### src/rtl/ex_result_stage.sv
// ex_result_stage
//   EX->MEM pipeline stage that sits behind the divide unit and the other
//   ALU units. A 2-entry skid buffer (main + skid) holds the result, its
//   destination register and its flags. The buffer hands them to the
//   MEM/writeback side over a valid/ready handshake. When an entry with
//   flag_we=1 leaves the stage, its flags are committed to the
//   architectural flag register flags_q.
//
// Configuration macro: ZERO_NORMALISE_EN
//   Defined   : on accept, zero = (in_result[MAG_W-1:0] == 0). When zero,
//               the sign bit (in_result[MAG_W]) and neg are cleared, so -0
//               is stored as +0.
//   Undefined : the result and flags are stored unmodified.
//
// Handshake: a transfer happens on a rising clk edge when valid && ready
//   are both high on that side. The upstream side holds in_* stable while
//   in_ready is low. Head fields (out_*) stay stable while
//   out_valid && !out_ready. in_ready and out_valid are registers, so no
//   path runs from in_* or out_ready to either of them.
//
// Ports
//   clk, rst            clock (rising edge), async active-high reset
//   flush               drop all buffered entries on the next edge
//   in_valid/in_ready   upstream handshake
//   in_result, in_rd    unit result (sign-magnitude), destination register
//   in_flag_we          entry writes flags_q when it leaves the stage
//   in_cout/zero/overflow/neg   unit flags
//   out_valid/out_ready downstream handshake
//   out_result, out_rd  head result and destination
//   out_flags           head flags {neg,zero,cout,overflow}
//   flags_q             architectural flags {neg,zero,cout,overflow}
//   state_dbg           entry count state: 0=EMPTY, 1=ONE, 2=FULL
module ex_result_stage #(
  parameter int N     = 32,
  parameter int MAG_W = 15,
  parameter int RD_W  = 4
) (
  input  logic            clk,
  input  logic            rst,
  input  logic            flush,
  input  logic            in_valid,
  output logic            in_ready,
  input  logic [N-1:0]    in_result,
  input  logic [RD_W-1:0] in_rd,
  input  logic            in_flag_we,
  input  logic            in_cout,
  input  logic            in_zero,
  input  logic            in_overflow,
  input  logic            in_neg,
  output logic            out_valid,
  input  logic            out_ready,
  output logic [N-1:0]    out_result,
  output logic [RD_W-1:0] out_rd,
  output logic [3:0]      out_flags,
  output logic [3:0]      flags_q,
  output logic [1:0]      state_dbg
);

`ifdef ZERO_NORMALISE_EN
  localparam bit NORM_EN = 1'b1;
`else
  localparam bit NORM_EN = 1'b0;
`endif

  // Entry layout: {flag_we, neg, zero, cout, overflow, rd, result}
  localparam int EW = 1 + 4 + RD_W + N;

  typedef enum logic [1:0] {
    EMPTY = 2'd0,
    ONE   = 2'd1,
    FULL  = 2'd2
  } state_t;

  state_t        state;
  logic [EW-1:0] main_q;
  logic [EW-1:0] skid_q;
  logic [EW-1:0] in_ent;
  logic [N-1:0]  n_result;
  logic          n_zero;
  logic          n_neg;
  logic          acc;
  logic          pop;
  logic          main_we;

  // The divider derives zero from the dividend. Recompute it from the
  // magnitude so that a zero quotient is flagged correctly and has no sign.
  always_comb begin
    n_result = in_result;
    n_zero   = in_zero;
    n_neg    = in_neg;
    if (NORM_EN) begin
      n_zero = (in_result[MAG_W-1:0] == '0);
      if (n_zero) begin
        n_result[MAG_W] = 1'b0;
        n_neg           = 1'b0;
      end
    end
  end

  assign in_ent = {in_flag_we, n_neg, n_zero, in_cout, in_overflow, in_rd, n_result};

  assign acc = in_valid && in_ready;
  assign pop = out_valid && out_ready;

  assign out_result = main_q[N-1:0];
  assign out_rd     = main_q[N+RD_W-1:N];
  assign out_flags  = main_q[N+RD_W+3:N+RD_W];
  assign main_we    = main_q[EW-1];
  assign state_dbg  = state;

  always_ff @(posedge clk or posedge rst) begin
    if (rst) begin
      state     <= EMPTY;
      main_q    <= '0;
      skid_q    <= '0;
      out_valid <= 1'b0;
      in_ready  <= 1'b1;
      flags_q   <= 4'b0000;
    end else begin
      // The head still leaves on a flush edge, so its flags still commit.
      if (pop && main_we) flags_q <= out_flags;

      if (flush) begin
        state     <= EMPTY;
        out_valid <= 1'b0;
        in_ready  <= 1'b1;
      end else begin
        case (state)
          EMPTY: begin
            if (acc) begin
              main_q    <= in_ent;
              state     <= ONE;
              out_valid <= 1'b1;
            end
          end
          ONE: begin
            if (acc && pop) begin
              main_q <= in_ent;
            end else if (acc) begin
              skid_q   <= in_ent;
              state    <= FULL;
              in_ready <= 1'b0;
            end else if (pop) begin
              state     <= EMPTY;
              out_valid <= 1'b0;
            end
          end
          FULL: begin
            // in_ready is low here, so only a pop can happen.
            if (pop) begin
              main_q   <= skid_q;
              state    <= ONE;
              in_ready <= 1'b1;
            end
          end
          default: begin
            state     <= EMPTY;
            out_valid <= 1'b0;
            in_ready  <= 1'b1;
          end
        endcase
      end
    end
  end

endmodule

### config.mk
export PLATFORM = sky130hd
export DESIGN_NAME = ex_result_stage
export DESIGN_NICKNAME = d
export VERILOG_FILES = /design/src/rtl/ex_result_stage.sv
export SDC_FILE = /design/constraint.sdc
export NUM_CORES = 1
export LEC_CHECK = 0
export BUFFER_PORTS_ARGS = -buffer_cell sky130_fd_sc_hd__buf_2
export CORE_MARGIN = 3
export CORE_UTILIZATION = 54
export DETAILED_ROUTE_END_ITERATION = 10
export PLACE_DENSITY = 0.9
export SYNTH_ARGS = -nofsm -noshare
export SYNTH_HDL_FRONTEND = slang
export SYNTH_SLANG_ARGS = --single-unit
### constraint.sdc
create_clock -name clk -period 4.38 [get_ports clk]
set_clock_uncertainty 0.15 [all_clocks]
set_input_delay 0.219 -clock clk [delete_from_list [all_inputs] [get_ports clk]]
set_output_delay 0.219 -clock clk [all_outputs]
set_load 0.05 [all_outputs]
==> results.sh <==
export IMPL_p_per_area_nw_per_um2=720
export IMPL_routed_wl_met3_um=850
export IMPL_top_layer_used="met4"
export IMPL_intPower_w=0.00217
export IMPL_numCtsBuffers=9
export IMPL_hold_viol_final=31
export IMPL_cts_root_buf="clkbuf_8"
export IMPL_critPathCaptureType="flip-flop"
export IMPL_cp_data_arrival_time_ns=2.69
export IMPL_antenna_found_initial=0
export IMPL_grt_setup_unrepaired="no"
export IMPL_core_area_um2=8300
export IMPL_p_leak_nw=2.47
export IMPL_clock_path_buffers=2
export IMPL_fmax_mhz=384
export IMPL_dp_cells=531
export IMPL_fp_row_count=33
export IMPL_maxSlewHeadroom=0.273
export IMPL_cts_sink_count=90
export IMPL_worst_path_max_fanout=26
export IMPL_crit_chain="nand3b_2 > nor3b_4 > buf_4 > mux2_2"
export IMPL_drtIter0Drc=272
export IMPL_cp_slowest_cell="nor3b_4"
export IMPL_final_min_clock_period_ns=2.60
export IMPL_synth_ff_latch_count=90
export IMPL_fillers=618
export IMPL_syn_nets=456
export IMPL_async_reset_ff_frac=1.00
export IMPL_drc=0
export IMPL_synth_commonest_cells="dfrtp_1 (89), a21oi_1 (44), and3b_1 (43), a211oi_1 (41), a22oi_1 (41)"
export IMPL_tightest_slew_ns=1.09
export IMPL_fin_setup_tns_ns=0
export IMPL_syn_inst=410
export IMPL_postSynthAreaPerCell_um2=11.4
export IMPL_routed_wl_mm=11.3
export IMPL_dr_total_vias=3588
export IMPL_final_instance_count_excl_fill=587
export IMPL_ys_warn_count=0
export IMPL_min_period_over_period=0.594
export IMPL_dr_wl_met2_mm=5.57
export IMPL_layout_drive_gt1_share=0.326
export IMPL_synth_top_area_share=0.478
export IMPL_grt_pass1_wl_mm=18.5
export IMPL_ctsResizeCount=0
export IMPL_holdCritPathClass="primary input to async pin"
export IMPL_dr_pass1_iters=5
export IMPL_clk_pin_slew_ns=0.08
export IMPL_place_hpwl_mm=6.70
export IMPL_p_comb_frac=0.457
export IMPL_p_clk_frac=0.171
export IMPL_io_buffers=93
export IMPL_synth_most_common_cell="dfrtp_1"
export IMPL_violations="negative hold slack"
export IMPL_crit_buf_inv=1
export IMPL_initial_core_util=0.561
export IMPL_clk_latency_ns=0.35
export IMPL_syn_area_um2=4660
export IMPL_die_h_um=98.9
export IMPL_cp_top_family="simple AND/OR/NAND/NOR gates"
export IMPL_p_sw_w=0.00174
export IMPL_holdBufCountCts=40
export IMPL_ant_nets=0
export IMPL_vdd_ir_drop_worst_mv=0.267
export IMPL_max_stage_delay_ns=0.72
export IMPL_synthTopCellsByArea="dfrtp_1 (48%), mux2_2 (8.7%), and3b_1 (8.1%), a211oi_1 (6.6%), a22oi_1 (6.6%)"
export IMPL_area_growth_pct=16.5
export IMPL_avgRoutedWirePerCell_um=19.2
export IMPL_status="complete, but fails checks"
export IMPL_grt_max_degree=91
export IMPL_cts_tree="yes"
export IMPL_place_congestion=0.772
export IMPL_htreeDepth=3
export IMPL_via_per_inst=6.11
export IMPL_r2r_start="in_ready$_DFFE_PP1P_"
export IMPL_p_sw_frac=0.446
export IMPL_critPathKind="flip-flop to flip-flop"
export IMPL_setup_viol=0
export IMPL_p_seq_frac=0.372
export IMPL_dieArea_um2=9770
export IMPL_grt_usage=0.236
export IMPL_wl_met1_mm=4.56
export IMPL_cp_required_ns=4.47
export IMPL_synthFlopType="dfrtp_1"
export IMPL_dieWidth_um=98.9
export IMPL_synth_cell_type_count=31
export IMPL_nNetsFinal=523
export IMPL_ioPinCount=94
export IMPL_cp_start_kind="flip-flop"
export IMPL_post_cts_setup_buffers=0
export IMPL_antenna_cells=0
export IMPL_yosysTopAreaCell="dfrtp_1"
export IMPL_grt_overflow_total=0
export IMPL_maxCapViolations=0
export IMPL_holdWs_ns=-0.0110
export IMPL_synth_edf_count=0
export IMPL_yosysSeqAreaShare=0.484
export IMPL_drv_slew=0
export IMPL_grt_pass1_vias=3748
export IMPL_cp_startpoint="in_ready$_DFFE_PP1P_"
## power by group through the flow
| stage | registers, W | logic, W | clock network (W) |
|---|---|---|---|
| after floorplan | 0.00149 | 0.00157 | 0 |
| after global placement | 0.00142 | 0.00170 | 0 |
| after detailed placement | 0.00146 | 0.00175 | 0 |
| after CTS | 0.00144 | 0.00179 | 0.000678 |
| after global routing | 0.00150 | 0.00189 | 0.000709 |
| final | 0.00146 | 0.00179 | 0.000667 |
## cell families after synthesis
logic type | share of synthesized area
buffers and inverters | 0.112
flip-flops | 0.484
AO/OA/AOI/OAI | 0.194
AND/OR/NAND/NOR | 0.102
multiplexers | 0.109
## layer usage
metal | GRT usage | up-vias
met4 | 0.103 | 0
met3 | 0.0552 | 28
met5 | 0 | -
li1 | - | 1621
met1 | 0.300 | 1779
met2 | 0.385 | 160
## sequential cells by signal, summed over array words and instances, names as in the netlist
name / cells
out_valid: 1
in_ready: 1
main_q: 41
flags_q: 4
skid_q: 41
state_dbg: 2
## stage by stage
step           power, W  setup slack (ns)  utilization  hold WS (ns)  area [µm²]
6_report        0.00391              1.78        0.654       -0.0110        5430
5_1_grt         0.00409              1.63        0.654        0.0148        5430
4_1_cts         0.00391              1.76        0.654       0.00480        5430
3_5_place_dp    0.00321              1.81        0.577         0.315        4790
3_3_place_gp    0.00313              1.87        0.577         0.304        4790
2_1_floorplan   0.00305              1.68            -         0.175        4660
## cell type report
cell class | instances | area (µm²) | share of cell area
sequential | 90 | 2250 | 0.415
multi-input combinational | 235 | 1890 | 0.348
timing repair buffer | 139 | 911 | 0.168
clock buffer | 11 | 131 | 0.0242
tap | 105 | 131 | 0.0242
clock inverter | 5 | 103 | 0.0189
inverter | 2 | 10.0 | 0.00184
## path summary, 6_finish.rpt
path	cells past startpoint	to	slack [ns]
min in group clk	2	skid_q[40]$_DFFE_PP0P_	0.01
max in group asynchronous	2	main_q[30]$_DFFE_PP0P_	3.41
max reg2reg	4	skid_q[30]$_DFFE_PP0P_	1.78
min reg2reg	1	skid_q[12]$_DFFE_PP0P_	0.34
max	4	skid_q[30]$_DFFE_PP0P_	1.78
min	2	skid_q[14]$_DFFE_PP0P_	-0.01
## cell usage in the layout, fill, tap and decap left out
cell type	instances
buf_4	6
dfrtp_1	89
dfstp_2	1
a221oi_1	1
o211ai_1	1
and3b_2	2
inv_4	1
clkbuf_8	9
bufinv_16	3
inv_1	1
nand3_1	1
a21o_1	3
nand3b_1	1
and3b_1	41
nor2_1	2
buf_2	93
a211oi_1	41
nand4bb_1	1
a21oi_1	44
a22oi_1	41
a211o_1	1
mux2_1	9
clkinv_2	1
nand2b_2	1
nor3b_4	1
a21boi_2	1
mux2_2	36
nand4b_1	1
and4_1	1
nand3b_2	1
clkinvlp_4	1
clkbuf_1	2
dlygate4sd3_1	40
nand2_1	3
o31ai_1	1
(Power assumes the default switching activity.)
